--- src/rtl/arith_pkg.sv ---
// arith_pkg: shared state encoding, default sizes and helpers for the serial arithmetic blocks
package arith_pkg;
    localparam int DEF_WIDTH   = 32;
    localparam int DEF_SLICE_W = 8;
    typedef enum logic [1:0] {IDLE, CALC, DONE} state_t;
    function automatic int idx_bits(input int n);
        return (n > 1) ? $clog2(n) : 1;
    endfunction
endpackage

--- src/rtl/slice_subtract_8bit.sv ---
// slice_subtract_8bit: one ripple slice of a + ~b + carry_in built from full-adder cells
module fa_cell (
    input  logic a,
    input  logic b,
    input  logic ci,
    output logic s,
    output logic co
);
    assign s  = a ^ b ^ ci;
    assign co = (a & b) | (ci & (a ^ b));
endmodule

module slice_subtract_8bit #(
    parameter int W = 8
) (
    input  logic [W-1:0] a_slice,
    input  logic [W-1:0] b_slice,
    input  logic         carry_in,
    output logic [W-1:0] diff_slice,
    output logic         carry_out
);
    logic [W:0] c;
    assign c[0] = carry_in;
    for (genvar i = 0; i < W; i++) begin : g_fa
        fa_cell u_fa (
            .a (a_slice[i]),
            .b (~b_slice[i]),
            .ci(c[i]),
            .s (diff_slice[i]),
            .co(c[i+1])
        );
    end
    assign carry_out = c[W];
endmodule

--- src/rtl/serial_select_subtractor.sv ---
// serial_select_subtractor: a - b - borrow_in computed one slice per clock, LSB first,
// behind registered valid/ready handshakes
module serial_select_subtractor
    import arith_pkg::*;
#(
    parameter int WIDTH   = DEF_WIDTH,
    parameter int SLICE_W = DEF_SLICE_W
) (
    input  logic             clk,
    input  logic             rst,
    input  logic             in_valid,
    output logic             in_ready,
    input  logic [WIDTH-1:0] operand_a,
    input  logic [WIDTH-1:0] operand_b,
    input  logic             borrow_in,
    output logic             out_valid,
    input  logic             out_ready,
    output logic [WIDTH-1:0] diff_out,
    output logic             borrow_out,
    output logic             overflow_out,
    output logic             zero_out
);
    localparam int NUM_SLICES = WIDTH / SLICE_W;
    localparam int IDX_W      = idx_bits(NUM_SLICES);

    state_t             state_q;
    logic [WIDTH-1:0]   a_q, b_q, diff_q, diff_d;
    logic [IDX_W-1:0]   idx_q;
    logic               carry_q, in_ready_q, out_valid_q, borrow_q, ovf_q, zero_q;
    logic [SLICE_W-1:0] a_s, b_s, d_s;
    logic               c_o, last, bad_idx;

    always_comb begin
        a_s     = a_q[idx_q*SLICE_W +: SLICE_W];
        b_s     = b_q[idx_q*SLICE_W +: SLICE_W];
        diff_d  = diff_q;
        diff_d[idx_q*SLICE_W +: SLICE_W] = d_s;
        last    = 32'(idx_q) == 32'(NUM_SLICES - 1);
        bad_idx = 32'(idx_q) >= 32'(NUM_SLICES);
    end

    slice_subtract_8bit #(.W(SLICE_W)) u_slice (
        .a_slice   (a_s),
        .b_slice   (b_s),
        .carry_in  (carry_q),
        .diff_slice(d_s),
        .carry_out (c_o)
    );

    always_ff @(posedge clk or posedge rst) begin
        if (rst) begin
            state_q     <= IDLE;
            a_q         <= '0;
            b_q         <= '0;
            diff_q      <= '0;
            idx_q       <= '0;
            carry_q     <= 1'b0;
            in_ready_q  <= 1'b0;
            out_valid_q <= 1'b0;
            borrow_q    <= 1'b0;
            ovf_q       <= 1'b0;
            zero_q      <= 1'b0;
        end else begin
            case (state_q)
                IDLE: begin
                    in_ready_q <= ~(in_valid & in_ready_q);
                    if (in_valid && in_ready_q) begin
                        a_q     <= operand_a;
                        b_q     <= operand_b;
                        carry_q <= ~borrow_in;
                        idx_q   <= '0;
                        state_q <= CALC;
                    end
                end
                CALC: begin
                    if (bad_idx) begin
                        state_q    <= IDLE;
                        in_ready_q <= 1'b1;
                    end else begin
                        diff_q  <= diff_d;
                        carry_q <= c_o;
                        idx_q   <= idx_q + 1'b1;
                        // flags are taken from the completed word on the last slice edge
                        if (last) begin
                            state_q     <= DONE;
                            out_valid_q <= 1'b1;
                            borrow_q    <= ~c_o;
                            ovf_q       <= (a_q[WIDTH-1] != b_q[WIDTH-1]) && (diff_d[WIDTH-1] != a_q[WIDTH-1]);
                            zero_q      <= diff_d == '0;
                        end
                    end
                end
                DONE: begin
                    if (out_ready) begin
                        out_valid_q <= 1'b0;
                        in_ready_q  <= 1'b1;
                        state_q     <= IDLE;
                    end
                end
                default: begin
                    state_q    <= IDLE;
                    in_ready_q <= 1'b1;
                end
            endcase
        end
    end

    assign in_ready     = in_ready_q;
    assign out_valid    = out_valid_q;
    assign diff_out     = diff_q;
    assign borrow_out   = borrow_q;
    assign overflow_out = ovf_q;
    assign zero_out     = zero_q;
endmodule

--- config.mk ---
export PLATFORM = sky130hd
export DESIGN_NAME = serial_select_subtractor
export DESIGN_NICKNAME = d
export VERILOG_FILES = /design/src/rtl/arith_pkg.sv /design/src/rtl/slice_subtract_8bit.sv /design/src/rtl/serial_select_subtractor.sv
export SDC_FILE = /design/constraint.sdc
export NUM_CORES = 1
export LEC_CHECK = 0
export CAP_MARGIN = 10
export CELL_PAD_IN_SITES_DETAIL_PLACEMENT = 1
export CELL_PAD_IN_SITES_GLOBAL_PLACEMENT = 1
export CORE_ASPECT_RATIO = 0.7
export CORE_MARGIN = 1
export CORE_UTILIZATION = 40
export CTS_CLUSTER_SIZE = 25
export DETAILED_ROUTE_END_ITERATION = 10
export PLACE_DENSITY = 0.79
export SLEW_MARGIN = 20
export SYNTH_ARGS = -nofsm -noshare
export SYNTH_HDL_FRONTEND = slang
export SYNTH_SLANG_ARGS = --single-unit
export TNS_END_PERCENT = 20
--- constraint.sdc ---
create_clock -name clk -period 7.56 [get_ports clk]
set_clock_uncertainty 0.2 [all_clocks]
set_input_delay 1.134 -clock clk [delete_from_list [all_inputs] [get_ports clk]]
set_output_delay 1.134 -clock clk [all_outputs]
set_load 0.01 [all_outputs]
==> flow_metrics.py <==
metrics = {
    "grt": {
        "grt_pass1_vias": 3691,
        "antenna_found_initial": 1,
        "grt_max_degree": 73,
        "groute.usage.overall_pct": 21.2,
        "overflow": 0,
        "grt_pass1_wl_um": 20000,
    },
    "setup_path": {
        "r2r-start": "idx_q[0]",
        "worstSetupStartpoint": "idx_q[0]",
        "required_ps": 7600,
        "crit_arrival_ps": 6300,
        "r2r_slack_ps": 1290,
        "start_kind": "flop",
        "crit_fanout": 17,
        "crit_type": "reg2reg",
        "endpoint": "zero_out",
        "rr_worst_depth": 15,
        "endpoint_kind": "flop",
        "reg2reg_to": "zero_out",
    },
    "sta": {
        "maxSlewViolCount": 0,
        "hold_violations": 0,
        "setup_viol_count_final": 0,
        "slew_headroom_pct": 37.2,
        "tightest_slew_ps": 940,
        "period_share_pct": 82.9,
        "rsz0062_at_grt": "no",
        "fin_crit_ps": 6270,
        "setup_tns_ps": 0,
        "fmax_ghz": 0.160,
    },
    "floorplanning": {
        "io_pins": 106,
        "die_w_um": 135,
        "rows": 33,
        "core_area_mm2": 0.0119,
        "dieHeight_um": 94.9,
        "start_util_pct": 41.6,
        "die_area_mm2": 0.0128,
    },
    "yosys": {
        "synth_cell_types": 45,
        "synth_top_area_cell": "dfrtp_1",
        "yosysTopAreaCellShare_pct": 53.8,
        "synth-edff-count": 0,
        "synthTopCellsByArea": "dfrtp_1 (54%), mux2_1 (15%), mux4_2 (7.3%)",
        "syn-num-nets": 433,
        "netlist_area_mm2": 0.00493,
        "synthFlopType": "dfrtp_1",
        "synth_warnings": 0,
        "async_reset_ff_share_pct": 100,
        "synth_sequential_area_ratio_pct": 53.8,
        "ys_ff_latch": 106,
        "syn-instance-count": 350,
        "syn_avg_cell_area_um2": 14.1,
    },
    "cts": {
        "cts_root_buffer": "clkbuf_16",
        "cts_sinks": 106,
        "clkLatencyLatePin_ps": 350,
        "cts_buffers": 9,
        "postCtsHoldBufs": 0,
        "cts_setup_buffers": 0,
        "clkTransAtPathRegs_ps": 70,
        "cts_resized": 0,
        "cts_tree": "done",
        "clockBufferDepth": 2,
        "htree_levels": 3,
    },
    "place": {
        "portBuffers": 105,
        "dp_hpwl_um": 9050,
        "gp_congestion": 0.885,
    },
    "min_path": {
        "min_path_type": "reg2reg",
    },
    "layout": {
        "nets": 534,
        "drive_above_1_share_pct": 9.67,
        "fill_cells": 1139,
        "syn2layout_area_growth_pct": 31.7,
    },
    "power": {
        "leakage_nw": 2.73,
        "vdd_drop_max_mv": 0.390,
        "total_power_w": 0.00329,
        "power.density_mw_per_mm2": 507,
    },
    "route": {
        "drt-total-wl_um": 12500,
        "drtAntennaViolNets": 0,
        "drtIter0Drc": 178,
        "viasPerCell": 5.48,
        "drt-pass1-iter-count": 4,
        "vias": 3360,
        "drc": 0,
        "detail_route.wl_per_cell_um": 20.4,
    },
    "outcome": {
        "outcome": "finished, final reports clean",
    },
    "run": {
        "cap_violations": 0,
    },
}
==> Yosys cell counts, types with 2 or more instances <==
cell and count:
dfrtp_1 106, mux2_1 64, a22o_1 26, inv_1 16, mux4_2 16, nand2_1 14
buf_2 11, fa_1 8, clkbuf_1 7, ha_1 6, nand2b_1 6, nor2b_1 6
o21ai_0 6, nor2_1 5, nor4_1 5, o21bai_1 5, a21oi_1 4, a22o_2 3
nand3b_1 3, a31oi_1 2, mux2i_1 2, nand3_1 2, nand4b_1 2, nor3b_1 2
o31ai_1 2, or3_1 2
==> sequential cells by signal, indices dropped and copies added (netlist names), 2 cells and up <==
| name | cells |
|---|---|
| a_q | 32 |
| b_q | 32 |
| diff_out | 32 |
| idx_q | 2 |
| state_q | 2 |
==> metal layers <==
metal / up-vias / wire, um / track usage, %
li1: 1506 / - / -
met1: 1726 / 5570 / 28.2
met2: 109 / 5830 / 33.4
met3: 19 / 893 / 6.28
met4: 0 / 209 / 6.65
met5: - / 0 / 0
==> stage by stage <==
stage	std cells	utilization, %	worst slack, ps	hold WS (ps)	instance area (um2)
after global routing	612	54.8	1080	303	6490
final	613	54.8	1290	285	6490
after floorplan	350	-	1470	252	4930
after CTS	612	54.8	1290	290	6490
after detailed placement	597	51.8	1400	274	6140
after global placement	597	51.8	1590	262	6140
==> critical path, stage by stage, from the launching register on <==
cell	delay, ps
dfrtp_1	760
mux4_2	610
fa_1	440
fa_1	400
fa_1	390
fa_1	380
fa_1	380
inv_1	80
fa_1	160
inv_1	50
fa_1	380
fa_1	570
or3_1	370
a32o_1	230
or4_4	510
o41ai_2	230
==> report_power, final <==
part           switching [W]  internal, W
clock               0.000202     0.000341
combinational       0.000985     0.000772
sequential          0.000176     0.000816
==> placed cells by master (no fill, tap or decap), types with 3 or more instances in the layout <==
cell             synthesis  final
ha_1                     6      6
a21oi_1                  4      4
nand2_1                 14     14
a22o_2                   3      3
mux4_2                  16     16
o21bai_1                 5      5
a22o_1                  26     26
nor4_1                   5      5
nor2_1                   5      5
o21ai_0                  6      6
clkdlybuf4s50_1          0    105
nand3b_1                 3      3
clkbuf_16                0      9
buf_4                    0      4
fa_1                     8      8
inv_1                   16     15
bufinv_16                0      3
nor2b_1                  6      6
dfrtp_1                106    106
mux2_1                  64     64
nand2b_1                 6      6
==> cell families (layout without fill, tap and decap cells) <==
kind of cell	count (synthesis)	count (layout)	synth area share [%]
fa+ha+maj	14	14	4.77
flops	106	106	53.8
mux	82	82	22.3
compound gates	57	57	9.26
simple gates	56	56	6.90
buf+inv	35	140	2.94
other cells	0	1	0
==> cell type report <==
type,instances,area [um2],area share (%)
flip-flops and latches,106,2650,40.8
multi-input cells,209,2150,33.1
repair buffers,109,1080,16.6
clock buffers,11,253,3.89
well taps,157,196,3.02
clock inverters,4,98.8,1.52
inverters,16,62.6,0.963
diodes,1,2.50,0.0385
==> worst min path at each step <==
stage                     endpoint  slack (ps)  cells past startpoint  startpoint
after floorplan            a_q[16]         250                      1     a_q[16]
after global placement      a_q[6]         260                      1      a_q[6]
after detailed placement    a_q[5]         270                      1      a_q[5]
after CTS                   a_q[5]         290                      1      a_q[5]
after global routing       b_q[15]         300                      1     b_q[15]
final                       b_q[3]         280                      1      b_q[3]
(Power assumes the default switching activity.)
